**src/rtl/full_adder_4bit.sv**
```systemverilog
// Registered WIDTH-bit ripple-carry adder: {cout, s} <= a + b + cin, one clock of latency.
// Optional build macro FULL_ADDER_4BIT_OVF_EN adds a registered two's-complement
// overflow flag on port ovf. With the macro undefined, the port and its logic are absent.
module full_adder_4bit #(
  parameter int unsigned WIDTH = 4
) (
  input  logic             clk,
  input  logic             rst,
  output logic [WIDTH-1:0] s,
  output logic             cout,
  input  logic [WIDTH-1:0] a,
  input  logic [WIDTH-1:0] b,
`ifdef FULL_ADDER_4BIT_OVF_EN
  input  logic             cin,
  output logic             ovf
`else
  input  logic             cin
`endif
);

  logic [WIDTH:0]   c;
  logic [WIDTH-1:0] s_d;
  logic             cout_d;
`ifdef FULL_ADDER_4BIT_OVF_EN
  logic             ovf_d;
`endif

  // Ripple the carry through one full-adder cell per bit.
  always_comb begin
    c      = '0;
    s_d    = '0;
    c[0]   = cin;
    for (int i = 0; i < int'(WIDTH); i++) begin
      s_d[i]   = a[i] ^ b[i] ^ c[i];
      c[i+1]   = (a[i] & b[i]) | (c[i] & (a[i] ^ b[i]));
    end
    cout_d = c[WIDTH];
`ifdef FULL_ADDER_4BIT_OVF_EN
    // Signed overflow: carry into the sign bit differs from carry out of it.
    ovf_d  = c[WIDTH] ^ c[WIDTH-1];
`endif
  end

  // Capture the result every edge; reset clears outputs without waiting for clk.
  always_ff @(posedge clk or posedge rst) begin
    if (rst) begin
      s    <= '0;
      cout <= 1'b0;
`ifdef FULL_ADDER_4BIT_OVF_EN
      ovf  <= 1'b0;
`endif
    end else begin
      s    <= s_d;
      cout <= cout_d;
`ifdef FULL_ADDER_4BIT_OVF_EN
      ovf  <= ovf_d;
`endif
    end
  end

endmodule

```
**config.mk**
```make
export PLATFORM = sky130hd
export DESIGN_NAME = full_adder_4bit
export DESIGN_NICKNAME = d
export VERILOG_FILES = /design/src/rtl/full_adder_4bit.sv
export SDC_FILE = /design/constraint.sdc
export NUM_CORES = 1
export LEC_CHECK = 0
export BUFFER_PORTS_ARGS = -buffer_cell sky130_fd_sc_hd__buf_2
export CAP_MARGIN = 10
export CORE_AREA = 2 2 39 41
export CTS_CLUSTER_DIAMETER = 80
export DETAILED_ROUTE_END_ITERATION = 8
export DIE_AREA = 0 0 41 43
export SLEW_MARGIN = 10
export SYNTH_ARGS = -nofsm -noshare
export SYNTH_HDL_FRONTEND = slang
export SYNTH_SLANG_ARGS = --single-unit
```
**constraint.sdc**
```tcl
create_clock -name clk -period 0.8 [get_ports clk]
set_clock_uncertainty 0.1 [all_clocks]
set_input_delay 0.12 -clock clk [delete_from_list [all_inputs] [get_ports clk]]
set_output_delay 0.12 -clock clk [all_outputs]
set_load 0.05 [all_outputs]
```
==> impl_metrics.py, run 1 <==
metrics = {
    "cts": {
        "cts_buffers": 3,
        "cts.sinks": 5,
        "clockRootBuffer": "clkbuf_4",
        "cts_setup_buffers": 0,
        "cts_tree": "done",
        "clk_pin_slew_ps": 40,
        "h-tree-depth": 1,
        "clockBufferDepth": 2,
    },
    "logic_synthesis": {
        "synth_area_leaders": "dfrtp_1, fa_1, inv_1",
        "ys_ff_latch": 5,
        "avgSynthCellArea_sq_um": 12.3,
        "yosys.area.top_type": "dfrtp_1",
        "post_synth_num_cell_types": 3,
        "synth_top_cell_area_share_pct": 50.8,
        "ys_seq_area_share_pct": 50.8,
        "syn_nets": 35,
        "syn_area_sq_um": 246,
        "ys_warn_count": 0,
        "syn_inst": 20,
    },
    "detailed_routing": {
        "drtIter0Drc": 0,
        "wl_microns": 412,
        "wl_per_cell_microns": 7.36,
        "vias": 190,
        "firstDrtPassIters": 1,
        "final_antenna_net_count": 0,
        "drc": 0,
        "vias_per_cell": 3.39,
    },
    "floorplan": {
        "num_io_pins": 16,
        "core_sq_um": 1380,
        "fp.dieW_microns": 41,
        "fp-row-count": 14,
        "fp.dieH_microns": 43,
        "die_area_sq_um": 1760,
        "initial_core_util_pct": 17.8,
    },
    "global_route": {
        "grt_use_total_pct": 7.00,
        "grt_pass1_wl_microns": 683,
        "antenna_found_initial": 0,
        "use_met3_pct": 1.57,
        "first_global_vias": 205,
        "overflow": 0,
        "met2_usage_pct": 9.69,
        "busiest_layer": "met4",
        "met1_usage_pct": 4.65,
        "grt_max_degree": 6,
    },
    "timing": {
        "setup_slack_ps": -822,
        "setup_viol": 9,
        "worst_slew_pin_slew_ps": 177,
        "min_period_ps": 1620,
        "clock.fmax_mhz": 616,
        "drv_slew": 0,
        "slew_headroom_pct": 88.2,
        "hold_viol": 0,
        "rsz0062_at_grt": "true",
        "tns_ps": -3110,
        "fin_crit_sh_pct": 203,
    },
    "cells_and_area": {
        "design_area_sq_um": 428,
        "final_cells": 56,
        "fin_nets": 56,
        "drive_gt1_share_pct": 72.5,
        "n_antenna_cell": 0,
        "areaGrowthSynthToFinish_pct": 73.6,
    },
    "setup_path": {
        "worstPathCellList": "buf_6 -> fa_2 -> inv_2 -> fa_2 -> inv_2 -> fa_2 -> inv_2 -> fa_1 -> inv_1",
        "slowest_stage": "fa_1",
        "cp_slowest_stage_delay_ps": 390,
        "crit_fanout": 1,
        "end_kind": "flip-flop",
        "timing.critical_path.required_ps": 870,
        "arrival_ps": 1700,
        "path_class": "in -> reg",
        "start_kind": "input port",
    },
    "outcome": {
        "violations": "negative setup slack",
        "status": "finished, violations left",
    },
    "placement": {
        "place_area_sq_um": 354,
        "globalplace.congestion": 0.582,
        "place.port_buffers": 15,
        "dpl.cell_count": 51,
    },
    "power_and_ir_drop": {
        "vdd_drop_max_v": 0.000462,
        "p_per_area_nw_per_um2": 2210,
        "p_leak_nw": 0.226,
    },
    "worst_hold_path": {
        "hold_class": "in -> reg",
        "whs_path_depth": 2,
    },
    "flow_run": {
        "max_cap_violations": 0,
    },
}
-- through the flow --
stage	utilization [%]	hold slack, ps	total power [mW]	worst slack (ps)
6_report	30.9	75.6	0.946	-822
3_5_place_dp	25.6	-79.1	0.607	-1150
2_1_floorplan	-	-202	0.523	-980
5_1_grt	30.9	70.6	1.02	-877
4_1_cts	30.9	66.7	0.974	-832
3_3_place_gp	25.6	-89.1	0.599	-1130
-- worst max-delay path, delay by kind of cell --
kind | cells | cell delay, ps
adder cells (fa/ha/maj) | 4 | 1260
buffers and inverters | 5 | 310
-- where the power goes --
part	total [mW]	switching (mW)	leakage, nW	internal [mW]
Sequential	0.318	0.0175	0.0543	0.301
Clock	0.279	0.0913	0.0150	0.188
Combinational	0.349	0.216	0.157	0.133
Total	0.946	0.325	0.226	0.621
-- cells in the mapped netlist --
library cell	count
inv_1	11
dfrtp_1	5
fa_1	4
-- cells by family after synthesis --
| group | count (synthesis) | synth area share (%) |
|---|---|---|
| buffers and inverters | 11 | 16.8 |
| DFF | 5 | 50.8 |
| adders and majority gates | 4 | 32.5 |
-- sequential cells by signal (all words and copies together), names as in the netlist --
register	flops
cout	1
s	4
-- routing by layer --
metal  wire (microns)  vias to the layer above
met5                0                        -
met4               19                        0
met3               35                        2
met2              237                       12
met1              119                       88
li1                 -                       88
-- placed cells by master, fill, tap and decap left out --
| cell type | n |
|---|---|
| buf_2 | 9 |
| clkbuf_4 | 3 |
| dlygate4sd3_1 | 1 |
| clkbuf_1 | 1 |
| fa_1 | 1 |
| buf_6 | 6 |
| inv_2 | 4 |
| dfrtp_2 | 4 |
| inv_1 | 7 |
| fa_2 | 3 |
| dfrtp_1 | 1 |
-- final timing paths --
path                       from  endpoint  slack [ps]
max                         cin      s[3]        -820
min                         cin      s[0]          80
max in group asynchronous   rst      cout         200
min in group asynchronous   rst      s[1]         220
-- what timing repair did --
action,4_1_cts,5_1_grt
endpoints found under the setup margin,9,9
pin swaps,4,0
gates resized for setup,12,0
hold buffers,1,0
cloned,0,0
hold endpoints to repair,5,0
-- cell type report --
cell class,instances,area [sq um]
fillers,157,956
repair buffers,16,123
clock buffers,4,26.3
multi-input cells,4,87.6
flip-flops and latches,5,130
inverters,11,41.3
well taps,16,20.0
Note: power is estimated with default switching activity, not from simulation.
==> run 2, diff against run 1 <==
--- a/config.mk
+++ b/config.mk
@@ -5,7 +5,7 @@
 export SDC_FILE = /design/constraint.sdc
 export NUM_CORES = 1
 export LEC_CHECK = 0
-export BUFFER_PORTS_ARGS = -buffer_cell sky130_fd_sc_hd__buf_2
+export BUFFER_PORTS_ARGS = -buffer_cell sky130_fd_sc_hd__buf_4
 export CAP_MARGIN = 10
 export CORE_AREA = 2 2 39 41
 export CTS_CLUSTER_DIAMETER = 80
==> run 2 against run 1 <==
  * The run still ends with negative setup slack left
  * Sequential share of layout area shrank 1.5 points
  * Critical path type unchanged
  * Non-clock buffer count is the same
  * Highest routed layer unchanged
  * Worst setup slack gained 4.7 ps
==> impl_metrics.py, run 2 (synthesized netlist as in run 1, its figures left out) <==
metrics = {
    "cells_and_area": {
        "final_cell_mix": "buf_4, inv_1, buf_6",
        "mostFrequentLayoutCell": "buf_4",
        "reg.largest.list": "s (4), cout (1)",
        "nFillCells": 161,
        "drive_gt1_share_pct": 70.0,
        "fin_nets": 56,
        "final_util_pct": 32.5,
        "largest_reg_flops": 4,
        "n_antenna_cell": 0,
        "regMostFlops": "s",
        "areaGrowthSynthToFinish_pct": 82.7,
    },
    "global_route": {
        "grt_pass1_wl_microns": 579,
        "grt_use_total_pct": 6.08,
        "antenna_found_initial": 0,
        "first_global_vias": 189,
        "grt_max_degree": 6,
        "overflow": 0,
    },
    "cts": {
        "cts_setup_buffers": 0,
        "cts_buffers": 3,
        "clk_pin_slew_ps": 40,
        "clockRootBuffer": "clkbuf_4",
        "clockBufferDepth": 2,
        "cts.sinks": 5,
        "h-tree-depth": 1,
        "cts_tree": "done",
    },
    "placement": {
        "place.port_buffers": 15,
        "globalplace.congestion": 0.581,
    },
    "power_and_ir_drop": {
        "p_int_mw": 0.631,
        "p_leak_nw": 0.235,
        "p_switching_mw": 0.324,
        "swShare_pct": 33.9,
        "p_clk_share_pct": 29.5,
        "vdd_drop_max_v": 0.000400,
        "power_frac_comb_pct": 37.1,
        "p_per_area_nw_per_um2": 2120,
        "p_seq_share_pct": 33.3,
    },
    "flow_run": {
        "max_cap_violations": 0,
    },
    "timing": {
        "rsz0062_at_grt": "true",
        "setup_viol": 9,
        "slew_headroom_pct": 88.4,
        "tns_ps": -3090,
        "drv_slew": 0,
        "min_period_ps": 1620,
        "clock.fmax_mhz": 618,
        "hold_viol": 0,
        "fin_crit_sh_pct": 202,
        "worst_slew_pin_slew_ps": 174,
        "setup_slack_ps": -817,
    },
    "detailed_routing": {
        "wl_per_cell_microns": 6.93,
        "firstDrtPassIters": 1,
        "drtIter0Drc": 0,
        "drc": 0,
        "final_antenna_net_count": 0,
        "vias": 184,
        "wl_microns": 388,
        "vias_per_cell": 3.29,
    },
    "floorplan": {
        "fp.dieW_microns": 41,
        "fp-row-count": 14,
        "die_area_sq_um": 1760,
        "fp.dieH_microns": 43,
        "num_io_pins": 16,
        "initial_core_util_pct": 17.8,
        "core_sq_um": 1380,
    },
    "setup_path": {
        "arrival_ps": 1690,
        "timing.critical_path.required_ps": 880,
        "path_class": "in -> reg",
        "crit_fanout": 1,
        "start_kind": "input port",
        "end_kind": "flip-flop",
    },
    "outcome": {
        "status": "finished, violations left",
        "violations": "negative setup slack",
    },
    "worst_hold_path": {
        "hold_class": "in -> reg",
    },
}
[run 2: cell count changes in the layout (fill, tap and decap cells not counted)]
cell,delta
inv_2,-1
buf_2,-9
buf_4,+9
inv_1,+1
[run 2: final timing paths]
| check | startpoint | to | slack [ps] | depth (start not counted) |
|---|---|---|---|---|
| worst min-delay path | cin | s[0] | 80 | 2 |
| max in group asynchronous | rst | cout | 190 | 3 |
| min in group asynchronous | rst | s[1] | 240 | 3 |
| worst max-delay path | cin | s[3] | -820 | 9 |
[run 2: critical path: stages]
cell and delay (ps):
buf_6 90, fa_2 370, inv_2 60, fa_2 180, inv_2 40, fa_2 330
inv_2 60, fa_1 390, inv_1 60
[run 2: layout make-up]
type                    instances  area, sq um  share of cell area, %
well taps                      16         20.0                   4.44
flip-flops and latches          5          130                   28.9
repair buffers                 16          145                   32.2
inverters                      11         41.3                   9.17
multi-input cells               4         87.6                   19.4
clock buffers                   4         26.3                   5.83
[run 2: power groups by stage]
stage                     logic, mW  clock network (mW)  registers (mW)
after detailed placement      0.329                   0           0.314
after floorplan              0.0562                   0           0.467
after global placement        0.326                   0           0.313
after global routing          0.383               0.311           0.321
after CTS                     0.360               0.300           0.319
final                         0.355               0.282           0.318
[run 2: stage by stage]
stage / power [mW] / setup slack (ps) / hold WS (ps) / instance area, sq um / cells
after floorplan: 0.523 / -980 / -202 / 259 / 20
after global placement: 0.639 / -1130 / -77.7 / 392 / 51
after detailed placement: 0.643 / -1130 / -70.0 / 392 / 51
after global routing: 1.01 / -853 / 71.0 / 450 / 56
after CTS: 0.979 / -808 / 67.0 / 450 / 56
final: 0.955 / -817 / 75.8 / 450 / 56
[run 2: what timing repair did]
item	4_1_cts	5_1_grt
cloned	0	0
pin swaps	4	0
hold buffers	1	0
setup endpoints to repair	9	9
endpoints found under the hold margin	5	0
gates resized for setup	6	0
[run 2: layer usage]
| metal | up-vias | global-route usage, % | wire length, microns |
|---|---|---|---|
| met5 | - | 0 | 0 |
| met2 | 12 | 7.19 | 210 |
| met1 | 82 | 4.30 | 121 |
| met4 | 0 | 14.0 | 19 |
| li1 | 88 | - | - |
| met3 | 2 | 1.57 | 36 |
==> run 3, diff against run 2 <==
--- a/config.mk
+++ b/config.mk
@@ -11,6 +11,7 @@
 export CTS_CLUSTER_DIAMETER = 80
 export DETAILED_ROUTE_END_ITERATION = 8
 export DIE_AREA = 0 0 41 43
+export RECOVER_POWER = 100
 export SLEW_MARGIN = 10
 export SYNTH_ARGS = -nofsm -noshare
 export SYNTH_HDL_FRONTEND = slang
==> run 3 against run 2 <==
  * The flow still finishes with violations (negative setup slack)
  * Power about the same
  * Clock-buffer cell count is the same
  * Combinational power about the same
  * Core utilization stayed put
  * Clock power about the same
  * First-iteration DRC count did not move
  * Flip-flop and latch count unchanged
  * Wire length down 0.26%
  * Via count unchanged
==> impl_metrics.py, run 3 (synthesized netlist as in run 1, its figures left out) <==
metrics = {
    "cts": {
        "clk_pin_slew_ps": 40,
        "clockRootBuffer": "clkbuf_4",
        "cts_buffers": 3,
        "h-tree-depth": 1,
        "cts_tree": "done",
        "cts.sinks": 5,
        "clockBufferDepth": 2,
    },
    "setup_path": {
        "path_class": "in -> reg",
        "crit_end": "s[3]",
        "end_kind": "flip-flop",
        "crit_fanout": 1,
        "worstPathCellList": "buf_6 -> fa_2 -> inv_2 -> fa_2 -> inv_2 -> fa_2 -> inv_2 -> fa_1 -> inv_1",
        "cp_top_family": "adder cells",
        "slowest_stage": "fa_1",
        "crit_start": "cin",
        "cp_slowest_stage_delay_ps": 390,
        "crit_buf_inv": 5,
        "start_kind": "input port",
        "cp_num_cells": 9,
        "timing.critical_path.required_ps": 880,
        "arrival_ps": 1690,
    },
    "global_route": {
        "antenna_found_initial": 0,
        "grt_pass1_wl_microns": 579,
        "grt_max_degree": 6,
        "first_global_vias": 189,
        "overflow": 0,
        "grt_use_total_pct": 6.08,
    },
    "placement": {
        "preCtsSetupSlack_ps": -1130,
        "place.port_buffers": 15,
        "globalplace.congestion": 0.581,
    },
    "cells_and_area": {
        "reg.largest.list": "s (4), cout (1)",
        "regMostFlops": "s",
        "final_cell_mix": "inv_1, buf_4, buf_6",
        "regArea_sq_um": 130,
        "drive_gt1_share_pct": 70.0,
        "areaGrowthSynthToFinish_pct": 82.7,
        "nFillCells": 161,
        "fin_nets": 56,
        "multi_input_area_sq_um": 87.6,
        "n_antenna_cell": 0,
        "largest_reg_flops": 4,
        "final_util_pct": 32.5,
    },
    "floorplan": {
        "core_sq_um": 1380,
        "initial_core_util_pct": 17.8,
        "die_area_sq_um": 1760,
        "num_io_pins": 16,
        "fp.dieH_microns": 43,
        "fp-row-count": 14,
        "fp.dieW_microns": 41,
    },
    "detailed_routing": {
        "firstDrtPassIters": 1,
        "final_antenna_net_count": 0,
        "drtIter0Drc": 0,
        "wl_per_cell_microns": 6.91,
        "wl_microns": 387,
        "vias_per_cell": 3.29,
        "vias": 184,
        "drc": 0,
    },
    "outcome": {
        "status": "finished, violations left",
        "violations": "negative setup slack",
    },
    "timing": {
        "setup_viol": 9,
        "drv_slew": 0,
        "fin_crit_sh_pct": 202,
        "tns_ps": -3090,
        "slew_headroom_pct": 88.4,
        "min_period_ps": 1620,
        "worst_slew_pin_slew_ps": 174,
        "clock.fmax_mhz": 618,
        "setup_slack_ps": -817,
        "rsz0062_at_grt": "true",
        "hold_viol": 0,
    },
    "power_and_ir_drop": {
        "swShare_pct": 33.9,
        "power_frac_comb_pct": 37.1,
        "p_seq_share_pct": 33.3,
        "p_leak_nw": 0.235,
        "p_int_mw": 0.631,
        "p_per_area_nw_per_um2": 2120,
        "p_clk_share_pct": 29.5,
        "p_switching_mw": 0.324,
        "vdd_drop_max_v": 0.000400,
    },
    "worst_hold_path": {
        "hold_class": "in -> reg",
    },
    "flow_run": {
        "max_cap_violations": 0,
    },
}
-- run 3: cell count changes in the layout (fill, tap and decap cells not counted), sizes merged --
cell	before	now
buf	15	14
clkbuf	4	5
-- run 3: final cells by class --
class / instances / share of cell area, %
clock buffers: 4 / 5.83
inverters: 11 / 9.17
multi-input cells: 4 / 19.4
flip-flops and latches: 5 / 28.9
well taps: 16 / 4.44
repair buffers: 16 / 32.2
-- run 3: how the worst min path moves through the flow --
stage,from,end,slack (ps),depth (start not counted)
after floorplan,rst,s[3],-200,1
after global placement,rst,s[3],-80,2
after detailed placement,rst,s[3],-70,2
after CTS,cin,s[0],70,2
after global routing,cin,s[0],70,2
final,cin,s[0],80,2
-- run 3: timing repair --
| item | CTS | global route |
|---|---|---|
| resized for setup | 6 | 0 |
| buffers inserted | 0 | 0 |
| hold endpoints to repair | 5 | 0 |
| hold buffers | 1 | 0 |
| pin swaps | 4 | 0 |
| endpoints found under the setup margin | 9 | 9 |
-- run 3: routing by layer --
layer  vias to the layer above  global-route usage, %  part of all wire [%]
met2                        12                   7.19                    54
met1                        82                   4.30                    31
met3                         2                   1.57                   9.3
met5                         -                      0                     0
met4                         0                   14.0                   4.9
li1                         88                      -                     -
-- run 3: stage by stage --
stage	cell area [sq um]	std cells	hold WS (ps)	power [mW]
after global placement	392	51	-77.7	0.639
final	450	56	75.8	0.955
after floorplan	259	20	-202	0.523
after detailed placement	392	51	-70.0	0.643
after CTS	450	56	67.0	0.979
after global routing	450	56	71.0	1.01
-- run 3: power groups by stage --
stage	Clock, mW	Sequential [mW]	Combinational [mW]
2_1_floorplan	0	0.467	0.0562
3_3_place_gp	0	0.313	0.326
3_5_place_dp	0	0.314	0.329
4_1_cts	0.300	0.319	0.360
5_1_grt	0.311	0.321	0.382
6_report	0.282	0.318	0.354
